==> src/rtl/ring_router_buf.sv <==
// Buffered ring router between a cluster's slide unit and its left/right ring neighbours.
// Each ring input has its own FIFO and each ring output has a single-entry register.
// Configuration is accepted only while idle, and three saturating counters track traffic.
module ring_router_buf #(
    parameter int unsigned DataWidth = 64,
    parameter int unsigned FifoDepth = 2,
    parameter int unsigned CntWidth  = 16
) (
    input  logic                 clk_i,
    input  logic                 rst_i,
    input  logic                 conf_valid_i,
    output logic                 conf_ready_o,
    input  logic                 conf_dir_i,
    input  logic                 conf_bypass_i,
    input  logic [DataWidth-1:0] sldu_i,
    input  logic                 sldu_valid_i,
    output logic                 sldu_ready_o,
    output logic [DataWidth-1:0] sldu_o,
    output logic                 sldu_valid_o,
    input  logic                 sldu_ready_i,
    input  logic [DataWidth-1:0] ring_right_i,
    input  logic                 ring_right_valid_i,
    output logic                 ring_right_ready_o,
    input  logic [DataWidth-1:0] ring_left_i,
    input  logic                 ring_left_valid_i,
    output logic                 ring_left_ready_o,
    output logic [DataWidth-1:0] ring_right_o,
    output logic                 ring_right_valid_o,
    input  logic                 ring_right_ready_i,
    output logic [DataWidth-1:0] ring_left_o,
    output logic                 ring_left_valid_o,
    input  logic                 ring_left_ready_i,
    output logic                 busy_o,
    output logic [CntWidth-1:0]  inj_cnt_o,
    output logic [CntWidth-1:0]  ej_cnt_o,
    output logic [CntWidth-1:0]  fwd_cnt_o
);

    localparam int unsigned PtrWidth = (FifoDepth > 1) ? $clog2(FifoDepth) : 1;
    localparam int unsigned OccWidth = $clog2(FifoDepth + 1);
    localparam logic [PtrWidth-1:0] LastPtr = PtrWidth'(FifoDepth - 1);
    localparam logic [OccWidth-1:0] FullOcc = OccWidth'(FifoDepth);

    // Index 0 is the right-hand side, index 1 the left-hand side, for inputs and outputs alike.
    logic                 dir_q, bypass_q;
    logic [DataWidth-1:0] fifo_mem [2][FifoDepth];
    logic [PtrWidth-1:0]  rd_ptr_q [2];
    logic [PtrWidth-1:0]  wr_ptr_q [2];
    logic [OccWidth-1:0]  occ_q [2];
    logic [1:0]           fifo_full, fifo_empty, fifo_push, fifo_pop;
    logic [DataWidth-1:0] fifo_head [2];
    logic [DataWidth-1:0] in_data [2];
    logic [1:0]           in_valid, in_ready;
    logic [1:0]           out_valid_q;
    logic [DataWidth-1:0] out_data_q [2];
    logic [1:0]           out_ready, out_free, out_load;
    logic [DataWidth-1:0] out_load_data [2];
    logic                 up, down;
    logic                 inj_fire, ej_fire, fwd_fire, conf_fire, busy;
    logic [CntWidth-1:0]  inj_cnt_q, ej_cnt_q, fwd_cnt_q;

    function automatic logic [PtrWidth-1:0] next_ptr(input logic [PtrWidth-1:0] ptr);
        return (ptr == LastPtr) ? '0 : ptr + PtrWidth'(1);
    endfunction

    assign in_data[0]  = ring_right_i;
    assign in_data[1]  = ring_left_i;
    assign in_valid    = {ring_left_valid_i, ring_right_valid_i};
    assign out_ready   = {ring_left_ready_i, ring_right_ready_i};

    assign ring_right_ready_o = in_ready[0];
    assign ring_left_ready_o  = in_ready[1];
    assign ring_right_o       = out_data_q[0];
    assign ring_right_valid_o = out_valid_q[0];
    assign ring_left_o        = out_data_q[1];
    assign ring_left_valid_o  = out_valid_q[1];

    assign busy         = !(&fifo_empty) || (|out_valid_q);
    assign busy_o       = busy;
    assign conf_ready_o = !busy;
    assign conf_fire    = conf_valid_i && !busy;

    assign inj_cnt_o = inj_cnt_q;
    assign ej_cnt_o  = ej_cnt_q;
    assign fwd_cnt_o = fwd_cnt_q;

    // Per-side FIFO and output register status.
    always_comb begin
        for (int i = 0; i < 2; i++) begin
            fifo_full[i]  = (occ_q[i] == FullOcc);
            fifo_empty[i] = (occ_q[i] == '0);
            fifo_head[i]  = fifo_mem[i][rd_ptr_q[i]];
            out_free[i]   = !out_valid_q[i] || out_ready[i];
        end
    end

    // Routing: upstream FIFO head goes to the SLDU or, in bypass, straight downstream.
    always_comb begin
        in_ready         = '0;
        fifo_push        = '0;
        fifo_pop         = '0;
        out_load         = '0;
        out_load_data[0] = '0;
        out_load_data[1] = '0;
        sldu_o           = '0;
        sldu_valid_o     = 1'b0;
        sldu_ready_o     = 1'b0;
        inj_fire         = 1'b0;
        ej_fire          = 1'b0;
        fwd_fire         = 1'b0;
        // dir=0: right input feeds left output; dir=1: left input feeds right output.
        up               = dir_q;
        down             = ~dir_q;

        in_ready[up]  = !fifo_full[up];
        fifo_push[up] = in_valid[up] && !fifo_full[up];

        if (bypass_q) begin
            if (!fifo_empty[up] && out_free[down]) begin
                fifo_pop[up]        = 1'b1;
                out_load[down]      = 1'b1;
                out_load_data[down] = fifo_head[up];
                fwd_fire            = 1'b1;
            end
        end else begin
            sldu_valid_o        = !fifo_empty[up];
            sldu_o              = fifo_empty[up] ? '0 : fifo_head[up];
            ej_fire             = !fifo_empty[up] && sldu_ready_i;
            fifo_pop[up]        = ej_fire;
            sldu_ready_o        = out_free[down];
            inj_fire            = sldu_valid_i && out_free[down];
            out_load[down]      = inj_fire;
            out_load_data[down] = sldu_i;
        end
    end

    // FIFO pointers and occupancy.
    always_ff @(posedge clk_i) begin
        if (rst_i) begin
            for (int i = 0; i < 2; i++) begin
                rd_ptr_q[i] <= '0;
                wr_ptr_q[i] <= '0;
                occ_q[i]    <= '0;
            end
        end else begin
            for (int i = 0; i < 2; i++) begin
                if (fifo_push[i]) wr_ptr_q[i] <= next_ptr(wr_ptr_q[i]);
                if (fifo_pop[i])  rd_ptr_q[i] <= next_ptr(rd_ptr_q[i]);
                if (fifo_push[i] && !fifo_pop[i]) begin
                    occ_q[i] <= occ_q[i] + OccWidth'(1);
                end else if (!fifo_push[i] && fifo_pop[i]) begin
                    occ_q[i] <= occ_q[i] - OccWidth'(1);
                end
            end
        end
    end

    // FIFO storage; contents are never observed while the entry is invalid.
    always_ff @(posedge clk_i) begin
        for (int i = 0; i < 2; i++) begin
            if (fifo_push[i]) fifo_mem[i][wr_ptr_q[i]] <= in_data[i];
        end
    end

    // Output registers; data returns to zero when the entry drains so idle links stay quiet.
    always_ff @(posedge clk_i) begin
        if (rst_i) begin
            out_valid_q   <= '0;
            out_data_q[0] <= '0;
            out_data_q[1] <= '0;
        end else begin
            for (int i = 0; i < 2; i++) begin
                if (out_load[i]) begin
                    out_valid_q[i] <= 1'b1;
                    out_data_q[i]  <= out_load_data[i];
                end else if (out_ready[i]) begin
                    out_valid_q[i] <= 1'b0;
                    out_data_q[i]  <= '0;
                end
            end
        end
    end

    // Configuration and saturating counters; an accepted config clears the counters.
    always_ff @(posedge clk_i) begin
        if (rst_i) begin
            dir_q     <= 1'b0;
            bypass_q  <= 1'b0;
            inj_cnt_q <= '0;
            ej_cnt_q  <= '0;
            fwd_cnt_q <= '0;
        end else if (conf_fire) begin
            dir_q     <= conf_dir_i;
            bypass_q  <= conf_bypass_i;
            inj_cnt_q <= '0;
            ej_cnt_q  <= '0;
            fwd_cnt_q <= '0;
        end else begin
            if (inj_fire && (inj_cnt_q != '1)) inj_cnt_q <= inj_cnt_q + CntWidth'(1);
            if (ej_fire && (ej_cnt_q != '1))   ej_cnt_q  <= ej_cnt_q + CntWidth'(1);
            if (fwd_fire && (fwd_cnt_q != '1)) fwd_cnt_q <= fwd_cnt_q + CntWidth'(1);
        end
    end

endmodule
==> config.mk <==
export PLATFORM = sky130hd
export DESIGN_NAME = ring_router_buf
export DESIGN_NICKNAME = d
export VERILOG_FILES = /design/src/rtl/ring_router_buf.sv
export SDC_FILE = /design/constraint.sdc
export NUM_CORES = 1
export LEC_CHECK = 0
export BUFFER_PORTS_ARGS = -buffer_cell sky130_fd_sc_hd__buf_2
export CAP_MARGIN = 20
export CORE_AREA = 2 2 184 186
export CTS_CLUSTER_SIZE = 12
export DETAILED_ROUTE_END_ITERATION = 6
export DIE_AREA = 0 0 186 188
export GPL_TIMING_DRIVEN = 0
export HOLD_SLACK_MARGIN = 0.12
export PLACE_DENSITY = 0.94
export SLEW_MARGIN = 10
export SYNTH_ARGS = -nofsm -noshare
export SYNTH_HDL_FRONTEND = slang
export SYNTH_SLANG_ARGS = --single-unit
==> constraint.sdc <==
create_clock -name clk_i -period 10.06 [get_ports clk_i]
set_clock_uncertainty 0.05 [all_clocks]
set_input_delay 0 -clock clk_i [delete_from_list [all_inputs] [get_ports clk_i]]
set_output_delay 0 -clock clk_i [all_outputs]
set_load 0.005 [all_outputs]
==> out/qor.csv, run 1 <==
metric;value;unit
Ys Warns;0;
FILL cells;1696;
post-cts resize count;0;
clk_lat worst skew;0.56;ns
Top Ports;451;
share of layout cells above drive strength 1;28.3;%
Synth area leaders;edfxtp_1, dfxtp_1, mux2i_1, o21ba_2, nor2_1;
final hold slack;0.124;ns
Via density;6.37;
reg2reg start;dir_q$_SDFFE_PP0P_;
post-route ant nets;0;
Mapped Nets;1689;
CTS max path bufs;3;
HP Class;primary input to flip-flop;
Reg clk slew, reported paths;0.07;ns
Peak Freq;0.269;GHz
Avg Synthesized Cell Area;12.7;um^2
combinational share of power;25.2;%
crit path launch type;flip-flop;
pin count of the biggest net entering global routing;41;
antenna violations before repair;5;
min Tclk post-route;3.72;ns
CP Class;flip-flop to primary output;
worst reg2reg path depth;7;
status;finished, final reports clean;
vias in the first global route;17800;
IO buf count;450;
first-pass GRT wire length;106;mm
worst-margin pin slew;1.07;ns
PwrDens;198;nW/um^2
DR pass1 iterations;7;
worst-path cell chain;buf_6 > clkbuf_1 > clkbuf_1 > clkbuf_1 > nor2_1 > a211oi_1 > buf_2;
CP max stage delay;0.76;ns
full die area;35000;um^2
Fin. Hold Viols;0;
Peak VDD IR;0.189;mV
Max Slew Vio Count;0;
EDFF count, synth;328;
Sw Pwr;0.00158;W
CP Max Fanout;10;
WP buf/inv;5;
R2R setup slack;6.85;ns
Die Y;188;um
Post-synth ARST share;0;%
min-delay src;ring_right_i[27];
H-tree depth;2;
placed cells;2390;
Area Overhead vs Synth;36.7;%
Setup TNS;0;ns
Worst setup EP type;primary output;
CTS tree;built;
Most common cell on crit path;clkbuf_1;
endpoints failing setup;0;
# rows;67;
Yosys top cell by area;edfxtp_1;
Reg power frac;43.1;%
top cell type's share of synthesized area;52.3;%
relative slew slack;27.8;%
Tcrit/Tclk final;37.0;%
design internal power;0.00352;W
synthesized cell area;18800;um^2
Total Routing Usage GR;41.2;%
Net count, final;2441;
Non-Filler Instances;2723;
gr ovfl total;0;
clock power share;31.7;%
r2r endpoint;dir_q$_SDFFE_PP0P_;
initial DRC count;2392;
CTS buffer count;45;
hold endpoint;fifo_mem[0][27]$_DFFE_PP_;
CP delay by family, top;buffers and inverters;
root buf cell;clkbuf_16;
Slowest-stage cell, CP;clkbuf_1;
GP Congestion;0.957;
Yosys cell types;56;
drt total wl;72.5;mm
post-detail-place hpwl;42.3;mm
max-cap violations;0;
switch share;30.9;%
Die Span X;186;um
# DRC;0;
hold path depth;2;
register area share after synthesis;64.6;%
Seq cells post-synth;444;
Initial Utilization;56.9;%
area of the core;33100;um^2
WL/cell;26.6;um
Vias;17300;
Most used DFF post-synth;edfxtp_1;
cell count after synthesis;1482;
CP required;10.01;ns
CP arrival;3.67;ns
# clock sinks;444;
Leakage Power;10.4;nW
RSZ-0062 raised after global routing;no;
==> Yosys cell counts, types with 10 or more instances <==
| cell type | n |
|---|---|
| edfxtp_1 | 328 |
| nor2_1 | 145 |
| mux2i_1 | 135 |
| dfxtp_1 | 116 |
| nand2_1 | 88 |
| nor2b_1 | 68 |
| clkbuf_1 | 65 |
| o21ba_2 | 64 |
| a21oi_1 | 52 |
| nand2b_1 | 44 |
| and3_1 | 43 |
| o21ai_0 | 41 |
| o22ai_1 | 34 |
| a211oi_1 | 31 |
| mux2_2 | 31 |
| nand3_1 | 23 |
| xnor2_1 | 23 |
| nor3_1 | 16 |
| nand4_1 | 15 |
| buf_1 | 12 |
| buf_2 | 11 |
| inv_1 | 11 |
| nor4_1 | 10 |
==> routing by layer <==
metal	wire length [um]	share of wire, %	track usage, %	vias to the layer above
li1	-	-	-	6976
met1	23100	32	46.8	8137
met2	34900	48	67.8	1738
met3	8860	12	11.0	485
met4	5660	7.8	27.8	2
met5	15	0.021	0	-
==> repair_timing <==
item / CTS / global route
hold endpoints to repair: 454 / 2
buffers inserted: 0 / 0
hold buffers: 244 / 1
endpoints found under the setup margin: 0 / 0
==> sequential cells by signal, summed over array words and instances (netlist names) <==
| name | cells |
|---|---|
| dir_q | 1 |
| out_data_q | 128 |
| fwd_cnt_o | 16 |
| occ_q | 4 |
| wr_ptr_q | 2 |
| fifo_mem | 256 |
| ej_cnt_o | 16 |
| bypass_q | 1 |
| rd_ptr_q | 2 |
| out_valid_q | 2 |
| inj_cnt_o | 16 |
==> kinds of logic (layout without fill, tap and decap cells) <==
family | Yosys count | count (layout) | synth area share (%)
and+or+nand+nor | 494 | 494 | 13.4
DFF | 444 | 444 | 64.6
AOI/OAI and AO/OA | 247 | 247 | 9.33
muxes | 166 | 166 | 9.02
buffers and inverters | 101 | 889 | 2.16
xor gates and xnor gates | 26 | 26 | 1.21
adders and majority gates | 4 | 4 | 0.266
other | 0 | 5 | 0
==> cell type report <==
type                            instances  area [um^2]  share of cell area [%]
Inverter                               11         41.3                   0.160
Buffer                                 90          367                    1.42
Tap cell                              448          561                    2.18
Sequential cell                       444        12200                    47.2
Clock buffer                           79         1330                    5.15
Multi-Input combinational cell        937         6300                    24.4
Timing Repair Buffer                  705         4960                    19.2
Antenna cell                            5         12.5                  0.0486
Clock inverter                          4         32.5                   0.126
==> layout by cell type, fill, tap and decap left out, types with 10 or more instances in the layout <==
cell type      instances
buf_2                461
edfxtp_1             328
dlygate4sd3_1        245
nor2_1               143
mux2i_1              135
dfxtp_1              116
clkbuf_1              92
nand2_1               88
nor2b_1               68
o21ba_2               64
a21oi_1               52
clkbuf_16             46
nand2b_1              44
and3_1                42
o21ai_0               40
o22ai_1               34
mux2_2                31
a211oi_1              31
nand3_1               23
xnor2_1               23
nor3_1                16
nand4_1               15
buf_1                 12
inv_1                 11
nor4_1                10
==> worst register-to-register path, delay by kind of cell (launching register included) <==
family	cells	cell delay, ns
compound gates	1	0.16
flops	1	0.33
simple gates	1	0.11
buf+inv	5	2.51
==> power by group through the flow <==
stage | registers (W) | logic, W | clock network, W
finish | 0.00220 | 0.00128 | 0.00162
global route | 0.00221 | 0.00133 | 0.00167
global placement | 0.00223 | 0.00102 | 0
CTS | 0.00219 | 0.00119 | 0.00158
floorplan | 0.00222 | 0.000568 | 0
detailed placement | 0.00222 | 0.00109 | 0
==> worst max path at each step <==
stage                                       to                         start  slack (ns)  depth (start not counted)
6_report                             sldu_o[4]            dir_q$_SDFFE_PP0P_        6.34                          7
5_1_grt                              sldu_o[4]  rd_ptr_q[0][1]$_SDFFCE_PP0P_        6.25                          5
4_1_cts                             sldu_o[22]            dir_q$_SDFFE_PP0P_        6.59                          7
3_5_place_dp   out_data_q[0][25]$_SDFFCE_PP0P_         bypass_q$_SDFFE_PP0P_        7.13                          7
3_3_place_gp   out_data_q[0][26]$_SDFFCE_PP0P_            dir_q$_SDFFE_PP0P_        0.33                          4
2_1_floorplan   out_data_q[0][0]$_SDFFCE_PP0P_            dir_q$_SDFFE_PP0P_        4.06                          4
==> stage by stage <==
stage | worst slack (ns) | cell area [um^2] | total power, W | util, %
after CTS | 6.59 | 25700 | 0.00495 | 77.7
final | 6.34 | 25800 | 0.00510 | 77.8
after global placement | 0.331 | 21700 | 0.00326 | 65.4
after detailed placement | 7.13 | 21900 | 0.00331 | 66.3
after floorplan | 4.06 | 18800 | 0.00279 | -
after global routing | 6.25 | 25800 | 0.00521 | 77.8
Note: power is estimated with default switching activity, not from simulation.
==> run 2, diff against run 1 <==
--- a/config.mk
+++ b/config.mk
@@ -5,15 +5,16 @@
 export SDC_FILE = /design/constraint.sdc
 export NUM_CORES = 1
 export LEC_CHECK = 0
+export ABC_AREA = 1
 export BUFFER_PORTS_ARGS = -buffer_cell sky130_fd_sc_hd__buf_2
 export CAP_MARGIN = 20
-export CORE_AREA = 2 2 184 186
+export CORE_AREA = 2 2 201 203
 export CTS_CLUSTER_SIZE = 12
 export DETAILED_ROUTE_END_ITERATION = 6
-export DIE_AREA = 0 0 186 188
+export DIE_AREA = 0 0 203 205
 export GPL_TIMING_DRIVEN = 0
 export HOLD_SLACK_MARGIN = 0.12
-export PLACE_DENSITY = 0.94
+export PLACE_DENSITY = 0.86
 export SLEW_MARGIN = 10
 export SYNTH_ARGS = -nofsm -noshare
 export SYNTH_HDL_FRONTEND = slang
==> constraint.sdc (replaced) <==
create_clock -name clk_i -period 3.13 [get_ports clk_i]
set_clock_uncertainty 0.05 [all_clocks]
set_input_delay 0 -clock clk_i [delete_from_list [all_inputs] [get_ports clk_i]]
set_output_delay 0 -clock clk_i [all_outputs]
set_load 0.005 [all_outputs]
==> out/qor.csv, run 2 <==
metric;value;unit;change
status;finished with violations;;
failing checks;negative setup slack;;
CP arrival;3.10;ns;-0.57 ns
CTS buffer count;48;;+6.7%
post-detail-place hpwl;46.7;mm;+10%
endpoints failing setup;1;;+1
CTS tree;built;;
grt met1 use;43.2;%;-3.6 points
drt total wl;79.0;mm;+8.9%
Ys Warns;0;;unchanged
Area Overhead vs Synth;42.2;%;
Yosys top cell by area;edfxtp_1;;
CP Class;flip-flop to primary output;;
Avg Synthesized Cell Area;9.70;um^2;-24%
Synth Area in Compound Gates;10.9;%;+1.6 points
area of the core;39400;um^2;+19%
share of layout cells above drive strength 1;21.0;%;-7.3 points
synthesized cell area;19100;um^2;+1.4%
reg2reg start;occ_q[1][0]$_DFFE_PP_;;
CP delay by family, top;buffers and inverters;;
most common cell in the netlist;nor2_1;;
WL/cell;23.3;um;-12%
Yosys cell types;34;;-39%
multiplexer share of the synthesized area;0;%;-9.0 points
H-tree depth;2;;unchanged
Sw Pwr;0.00532;W;+240%
Post-synth ARST share;0;%;unchanged
# rows;73;;+9.0%
most frequent cells in the layout;buf_2, nor2_1, edfxtp_1, dlygate4sd3_1, nand2_1;;
Vias;20100;;+16%
hold path depth;2;;unchanged
EDFF count, synth;328;;unchanged
Most used DFF post-synth;edfxtp_1;;
full die area;41600;um^2;+19%
vias in the first global route;19700;;+11%
worst reg2reg path depth;9;;+2
Setup TNS;-0.0153;ns;-0.0153 ns
min Tclk post-route;3.15;ns;
CP required;3.08;ns;-6.93 ns
# DRC;0;;unchanged
combinational share of power;23.4;%;-1.8 points
register area share after synthesis;63.7;%;-0.88 points
CP max stage delay;0.58;ns;-0.18 ns
combinational family with the most area after synthesis;simple AND/OR/NAND/NOR gates;;
clock power share;35.1;%;+3.4 points
crit path launch type;flip-flop;;
clk_lat worst skew;0.62;ns;+0.06 ns
DR pass1 iterations;6;;-1
switch share;31.8;%;+0.82 points
fin util;69.0;%;-8.8 points
RSZ-0062 raised after global routing;yes;;
CP Max Fanout;10;;unchanged
pin count of the biggest net entering global routing;41;;unchanged
PwrDens;617;nW/um^2;+210%
Power, Total;0.0168;W;+230%
top cell type's share of synthesized area;51.6;%;-0.71 points
root buf cell;clkbuf_16;;
hold endpoint;fifo_mem[0][5]$_DFFE_PP_;;
Synth Area in Simple Gates;19.0;%;+5.6 points
adder-cell share of the synthesized area;0.262;%;-0.0036 points
Via density;5.93;;-6.9%
Initial Utilization;48.5;%;-8.4 points
relative slew slack;30.8;%;+3.1 points
R2R setup slack;0.08;ns;-6.77 ns
antenna violations before repair;10;;+5
IO buf count;450;;unchanged
Seq cells post-synth;444;;unchanged
met3 GRT Util;9.21;%;-1.7 points
initial DRC count;2618;;+9.4%
worst-path cell chain;buf_4 > inv_2 > buf_4 > a21oi_2 > nand2_1 > buf_2 > buf_1 > a21oi_1 > buf_2;;
Synth area leaders;edfxtp_1, dfxtp_1, nor2_1, nand2_1, a21oi_1;;
worst-margin pin slew;1.03;ns;-0.0394 ns
Setup WS pre-CTS;0.366;ns;-6.76 ns
Worst setup EP type;primary output;;
Peak Freq;0.318;GHz;
GRT Max-Usage Layer;met2;;
Fin. Hold Viols;0;;unchanged
Worst Setup SP;dir_q$_SDFFE_PP0P_;;
post-route ant nets;0;;unchanged
CTS max path bufs;3;;unchanged
first-pass GRT wire length;116;mm;+9.1%
Net count, final;3013;;+23%
Top Ports;451;;unchanged
Post-synth top cells;nor2_1, edfxtp_1, nand2_1;;
WP buf/inv;6;;+1
final hold slack;0.133;ns;+0.00966 ns
Peak VDD IR;0.565;mV;+200%
Max Slew Vio Count;0;;unchanged
Mapped Nets;2176;;+29%
PnR worst setup slack;-0.0153;ns;-6.35 ns
Reg clk slew, reported paths;0.06;ns;about the same
cell count after synthesis;1969;;+33%
design internal power;0.0114;W;+220%
met2 Usage GRT;61.7;%;-6.1 points
Reg power frac;41.5;%;-1.6 points
max-cap violations;0;;unchanged
min-delay src;ring_right_i[5];;
Total Routing Usage GR;37.1;%;-4.0 points
Die Span X;203;um;+9.1%
# clock sinks;444;;unchanged
HP Class;primary input to flip-flop;;
max FFs per register;256;;unchanged
r2r endpoint;out_data_q[0][36]$_SDFFCE_PP0P_;;
gr ovfl total;0;;unchanged
most common cell after layout, fill and taps aside;buf_2;;
Leakage Power;10.8;nW;+3.7%
GP Congestion;0.964;;+0.76%
XOR/XNOR share of the synthesized area;0.779;%;-0.43 points
Slowest-stage cell, CP;buf_1;;
FILL cells;2583;;+52%
Tcrit/Tclk final;100;%;
Die Y;205;um;+9.0%
run 2: logic make-up (layout without fill, tap and decap cells):
| group | count (synthesis) | after routing |
|---|---|---|
| other | 0 | 13 |
| DFF | 444 | 444 |
| xor gates and xnor gates | 17 | 17 |
| and+or+nand+nor | 873 | 873 |
| adders and majority gates | 4 | 4 |
| AOI/OAI and AO/OA | 382 | 382 |
| buffers and inverters | 249 | 1126 |
run 2: routing by layer:
metal,up-vias,wire [um]
li1,8469,-
met2,1820,37100
met5,-,0
met4,0,6100
met3,493,9570
met1,9276,26200
run 2: what timing repair did:
item                                    in CTS  in global routing
setup buffers                                0                  0
endpoints found under the setup margin       0                 16
hold buffers                               326                  2
endpoints found under the hold margin      429                  3
gates resized for setup                      0                 14
run 2: power groups by stage:
stage / Sequential, W / Combinational [W] / Clock [W]
after detailed placement: 0.00705 / 0.00323 / 0
after global routing: 0.00698 / 0.00410 / 0.00607
after CTS: 0.00693 / 0.00359 / 0.00572
after global placement: 0.00707 / 0.00312 / 0
final: 0.00696 / 0.00392 / 0.00588
after floorplan: 0.00705 / 0.00166 / 0
run 2: how the worst max path moves through the flow:
stage	endpoint	slack, ns	cells after the start
floorplan	fifo_mem[0][0]$_DFFE_PP_	-0.87	3
global placement	fifo_mem[0][54]$_DFFE_PP_	-2.78	4
detailed placement	out_data_q[0][45]$_SDFFCE_PP0P_	0.37	6
CTS	bypass_q$_SDFFE_PP0P_	0.1	9
global route	sldu_o[57]	-0.03	10
finish	sldu_o[57]	-0.02	9
run 2: final cells by class:
type / instances / area, um^2 / share of cell area [%]
clock buffer: 74 / 1390 / 5.11
tap: 525 / 657 / 2.42
inverter: 130 / 488 / 1.80
clock inverter: 16 / 190 / 0.700
multi-input combinational: 1276 / 5970 / 22.0
sequential: 444 / 12200 / 44.8
timing repair buffer: 787 / 5720 / 21.1
buffer: 119 / 537 / 1.98
antenna: 13 / 32.5 / 0.120
run 2: through the flow:
stage,instance area (um^2),instances
4_1_cts,27100,3369
2_1_floorplan,19100,1969
6_report,27200,3384
3_3_place_gp,22000,2944
3_5_place_dp,22200,2953
5_1_grt,27200,3380
